### src/rtl/mem_arbiter.sv
// Round-robin arbiter sharing one RAM port between the data and instruction
// request slots of CPUS cache ports; one access outstanding at a time.
module mem_arbiter #(
  parameter int CPUS = 2,
  parameter int AW   = 32,
  parameter int DW   = 32,
  localparam int NS  = 2 * CPUS,
  localparam int SW  = $clog2(NS)
) (
  input  logic                     CLK,
  input  logic                     nRST,
  input  logic [CPUS-1:0]          iREN,
  input  logic [CPUS-1:0]          dREN,
  input  logic [CPUS-1:0]          dWEN,
  input  logic [CPUS-1:0][AW-1:0]  iaddr,
  input  logic [CPUS-1:0][AW-1:0]  daddr,
  input  logic [CPUS-1:0][DW-1:0]  dstore,
  output logic [CPUS-1:0]          iwait,
  output logic [CPUS-1:0]          dwait,
  output logic [CPUS-1:0][DW-1:0]  iload,
  output logic [CPUS-1:0][DW-1:0]  dload,
  output logic                     ramREN,
  output logic                     ramWEN,
  output logic [AW-1:0]            ramaddr,
  output logic [DW-1:0]            ramstore,
  input  logic [DW-1:0]            ramload,
  input  logic [1:0]               ramstate,
  output logic                     dbg_state_o,
  output logic [SW-1:0]            dbg_gnt_o,
  output logic [SW-1:0]            dbg_ptr_o
);

  localparam int CW = (SW > 1) ? SW - 1 : 1;

  localparam logic [1:0] RS_FREE   = 2'd0;
  localparam logic [1:0] RS_BUSY   = 2'd1;
  localparam logic [1:0] RS_ACCESS = 2'd2;
  localparam logic [1:0] RS_ERROR  = 2'd3;

  typedef enum logic {S_IDLE = 1'b0, S_BUSY = 1'b1} state_e;

  state_e        state_q;
  logic [SW-1:0] gnt_q;
  logic [SW-1:0] ptr_q;

  logic [NS-1:0] req;
  logic [SW-1:0] sel;
  logic [SW-1:0] idx;
  logic          found;
  logic [CW-1:0] gk;
  logic          gnt_is_i;
  logic          gnt_req;
  logic          live;
  logic [SW-1:0] ptr_inc;

  // Slot 2k is the data port of CPU k, slot 2k+1 its instruction port.
  always_comb begin
    req = '0;
    for (int k = 0; k < CPUS; k++) begin
      req[2*k]   = dREN[k] | dWEN[k];
      req[2*k+1] = iREN[k];
    end
  end

  always_comb begin
    sel   = '0;
    idx   = '0;
    found = 1'b0;
    for (int off = 0; off < NS; off++) begin
      idx = SW'((int'(ptr_q) + off) % NS);
      if (!found && req[idx]) begin
        found = 1'b1;
        sel   = idx;
      end
    end
  end

  assign gk       = CW'(gnt_q >> 1);
  assign gnt_is_i = gnt_q[0];
  assign gnt_req  = req[gnt_q];
  assign live     = (state_q == S_BUSY) && gnt_req;
  assign ptr_inc  = (gnt_q == SW'(NS - 1)) ? '0 : gnt_q + 1'b1;

  always_ff @(posedge CLK or negedge nRST) begin
    if (!nRST) begin
      state_q <= S_IDLE;
      gnt_q   <= '0;
      ptr_q   <= '0;
    end else begin
      case (state_q)
        S_IDLE: begin
          if (|req) begin
            gnt_q   <= sel;
            state_q <= S_BUSY;
          end
        end
        S_BUSY: begin
          // A dropped request releases the RAM without advancing fairness.
          if (!gnt_req) begin
            state_q <= S_IDLE;
          end else if (ramstate == RS_ACCESS || ramstate == RS_ERROR) begin
            state_q <= S_IDLE;
            ptr_q   <= ptr_inc;
          end
        end
        default: state_q <= S_IDLE;
      endcase
    end
  end

  always_comb begin
    ramREN   = 1'b0;
    ramWEN   = 1'b0;
    ramaddr  = '0;
    ramstore = '0;
    iwait    = '1;
    dwait    = '1;
    if (live) begin
      if (gnt_is_i) begin
        ramaddr = iaddr[gk];
        ramREN  = 1'b1;
      end else begin
        ramaddr  = daddr[gk];
        ramstore = dstore[gk];
        if (dREN[gk]) ramREN = 1'b1;
        else          ramWEN = 1'b1;
      end
      if (ramstate == RS_ACCESS) begin
        if (gnt_is_i) iwait[gk] = 1'b0;
        else          dwait[gk] = 1'b0;
      end
    end
  end

  always_comb begin
    iload = '0;
    dload = '0;
    for (int k = 0; k < CPUS; k++) begin
      iload[k] = ramload;
      dload[k] = ramload;
    end
  end

  assign dbg_state_o = (state_q == S_BUSY);
  assign dbg_gnt_o   = gnt_q;
  assign dbg_ptr_o   = ptr_q;

endmodule
### config.mk
export PLATFORM = sky130hd
export DESIGN_NAME = mem_arbiter
export DESIGN_NICKNAME = d
export VERILOG_FILES = /design/src/rtl/mem_arbiter.sv
export SDC_FILE = /design/constraint.sdc
export NUM_CORES = 1
export LEC_CHECK = 0
export ABC_CLOCK_PERIOD_IN_PS = 2000
export CAP_MARGIN = 0
export CORE_AREA = 2 2 169 171
export DETAILED_ROUTE_END_ITERATION = 10
export DIE_AREA = 0 0 171 173
export DONT_BUFFER_PORTS = 1
export GPL_ROUTABILITY_DRIVEN = 1
export PLACE_DENSITY = 0.3
export SLEW_MARGIN = 30
export SYNTH_ARGS = -nofsm -noshare
export SYNTH_HDL_FRONTEND = slang
export SYNTH_SLANG_ARGS = --single-unit
### constraint.sdc
create_clock -name CLK -period 2 [get_ports CLK]
set_input_delay 0.2 -clock CLK [delete_from_list [all_inputs] [get_ports CLK]]
set_output_delay 0.2 -clock CLK [all_outputs]
set_load 0.05 [all_outputs]
==> metrics.md <==
| Metric | Value |
|---|---|
| Seq/Total Area, Yosys | `4.24%` |
| Skew-Pair Late Insertion Delay | `between 200 and 250 ps` |
| Final setup viols | `10` |
| Final core occ | `roughly 15%` |
| FMAX | `496 MHz` |
| Clock Root Buffer | `clkbuf_16` |
| Total power | `9.03 mW` |
| Htree depth | `1` |
| Max-slew headroom | `59.5%` |
| First-pass GRT wire length | `about 16000 microns` |
| Fin nets | `502` |
| # DRC | `0` |
| Crit start category | `flop` |
| Post-Route Skew | `0.121 ps` |
| Slowest Stage Delay on Critical Path | `490 ps` |
| DIE AREA | `29600 sq um` |
| Worst Reg-to-Reg Cells | `7` |
| Area of the multi-input gates | `2260 sq um` |
| Height of the die | `173 microns` |
| First-pass detailed-route iteration total | `4` |
| DP Cell Count | `608` |
| FF+latch count, synth | `5` |
| TritonCTS Sinks | `5` |
| WS Path Type | `flop to primary output` |
| Ports | `437` |
| Die W | `about 170 microns` |
| PD cells | `2230 nW/um^2` |
| Final hold vios | `0` |
| CTS tree | `yes` |
| Failing checks | `negative setup slack` |
| Final ANT Viol Nets | `0` |
| Worst hold path depth | `1` |
| Clock transition at the registers of the reported paths | `30 ps` |
| Worst Path Arrival | `1820 ps` |
| Post-route setup slack | `-16.6 ps` |
| Syn Inst Count | `330` |
| Final period util | `101%` |
| Final Instance Area | `between 4000 and 5000 sq um` |
| Outcome | `finished with violations` |
| Core area | `27600 sq um` |
| Fill cells | `3095` |
| CP Capture Type | `primary output` |
| Clk buf depth | `2` |
| Area grow syn2layout | `37.1%` |
| Most frequent CP cell | `buf_6` |
| Mapped cell area | `2950 sq um` |
| Hpwl dp | `~9000 microns` |
| Drt initial violations | `a little over 60` |
| Fraction of layout instances using a drive strength above 1 | `about three quarters` |
| Slew @ Worst Pin | `607 ps` |
| Final GP Congestion | `0.681` |
| Non-Filler Instances | `643` |
| Synth unique cells | `32` |
| Tmin final | `2020 ps` |
| WP buf/inv | `3` |
| Cts bufs inserted | `3` |
| CP delay by family, top | `flip-flops` |
| Mean Syn Cell Area | `8.93 sq um` |
| Area taken by flip-flops and latches | `130 sq um` |
| Via Count | `2139` |
| FP Rows | `61` |
| Post-Syn Nets | `569` |
| Max FO, Critical Path | `5` |
| Via density | `between 3 and 4` |
| Critical path's slowest cell | `dfrtp_4` |
| Grt ovf | `0` |
| Hold Path Class | `primary input to flop` |
| Worst EP required | `1800 ps` |
| Synth warn | `0` |
| WL per Instance | `19.7 microns` |
| Largest net degree at the start of global routing | `39` |
| RSZ-0062 raised after global routing | `yes` |
| Routed WL | `12700 microns` |
| Max Cap Viol | `0` |
| VDD IR max | `599 uV` |
| Initial antenna violation count | `6` |
| # port buffers | `0` |
| Dpl cell area | `between 3000 and 4000 sq um` |
| Crit-path cells | `buf_6 -> inv_4 -> o2111a_2 -> buf_6 -> o21ai_4 -> or3b_4` |
| Starting Density | `10.7%` |
| GR Util All Layers | `7.42%` |
| Slew Viols, Final | `0` |
| Vias in the first global route | `2399` |
| Cell depth of the worst setup path | `6` |
| Leakage | `1.42 nW` |
[worst register-to-register path: stages (launching register included)]
cell      delay [ps]
dfrtp_2          430
or3_1            310
o2111a_2         180
buf_6            130
o21ai_4          180
buf_4            140
buf_4            110
mux2_4           290
[cell usage after synthesis]
cell	instances	area, sq um
mux2_4	2	30.0
a211oi_1	1	7.51
or3_1	1	6.26
o21ai_4	1	16.3
o211ai_1	1	7.51
a21oi_1	2	10.0
ha_1	5	62.6
mux2i_1	32	320
nor2b_4	1	13.8
nor3_1	2	10.0
buf_6	4	45.0
nor2_1	38	143
o21a_1	1	7.51
a31o_2	1	8.76
nand3_1	2	10.0
a211o_1	1	8.76
nor2_4	1	11.3
inv_1	3	11.3
o21ai_1	1	5.00
nor4_1	1	6.26
buf_2	10	50.1
buf_4	129	968
o2111a_2	1	12.5
nand2_1	3	11.3
clkbuf_1	3	11.3
mux4_2	32	721
or3b_1	4	35.0
nor2b_1	35	219
a211oi_4	1	20.0
o21ai_0	5	25.0
o31a_1	1	8.76
dfrtp_1	5	125
[per-stage QoR]
stage / setup slack [ps] / TNS (ps) / hold WS, ps
6_report: -16.6 / -59.8 / 83.9
4_1_cts: -56.8 / -1240 / 80.7
5_1_grt: -68.2 / -1690 / 87.2
2_1_floorplan: -82.8 / -2380 / -95.6
3_3_place_gp: 142 / 0 / -95.5
3_5_place_dp: 125 / 0 / -95.5
[where the power goes]
| group | total, mW | leakage, nW | switching (mW) | internal (mW) |
|---|---|---|---|---|
| Sequential | 0.282 | 0.0573 | 0.120 | 0.162 |
| Combinational | 8.42 | 1.32 | 4.76 | 3.66 |
| Clock | 0.333 | 0.0382 | 0.0686 | 0.264 |
[logic make-up after synthesis]
group / count (synthesis) / share of synthesized area, %
AOI/OAI and AO/OA: 17 / 4.67
buffers and inverters: 149 / 36.8
and+or+nand+nor: 88 / 15.8
adders and majority gates: 5 / 2.12
DFF: 5 / 4.24
muxes: 66 / 36.3
[metal layers]
metal / wire length [microns] / part of all wire, % / track usage, %
met1: 3380 / 27 / 5.91
met2: 7390 / 58 / 16.1
met3: 1430 / 11 / 2.54
met4: 459 / 3.6 / 2.05
met5: 41 / 0.32 / 0
[cells in the final DEF (no fill, tap or decap), drive strengths merged, types with 3 or more instances in the layout]
cell    instances
buf            69
nor2           39
nor2b          36
mux4           32
mux2i          32
clkbuf          8
o21ai           7
ha              5
dfrtp           5
or3b            4
diode           3
nand2           3
[flip-flops by register name, summed over array words and instances (netlist names)]
name	count
dbg_ptr_o	2
dbg_gnt_o	2
dbg_state_o	1
[final timing paths]
check	start	end	slack (ps)
min reg2reg	dbg_ptr_o[1]$_DFFE_PN0P_	dbg_ptr_o[1]$_DFFE_PN0P_	690
max reg2reg	dbg_gnt_o[0]$_DFFE_PN0P_	dbg_ptr_o[1]$_DFFE_PN0P_	110
max	dbg_gnt_o[1]$_DFFE_PN0P_	dwait[0]	-20
min in group asynchronous	nRST	dbg_ptr_o[0]$_DFFE_PN0P_	260
max in group asynchronous	nRST	dbg_gnt_o[1]$_DFFE_PN0P_	1520
min	ramstate[1]	dbg_state_o$_DFF_PN0_	80
[repair_timing]
item                       4_1_cts  5_1_grt
setup buffers                   12        6
setup endpoints to repair       67       69
hold buffers                     1        0
pin swaps                       28       23
gates resized for setup         60       39
gates cloned                     8        4
hold endpoints to repair         5        0
[layout make-up]
type	count	area share [%]
diodes	3	0.186
clock buffers	4	1.95
inverters	3	0.433
multi-input cells	176	55.9
flip-flops and latches	5	3.22
well taps	378	11.7
repair buffers	74	26.6
No activity file was read; power rests on OpenSTA's default activity.
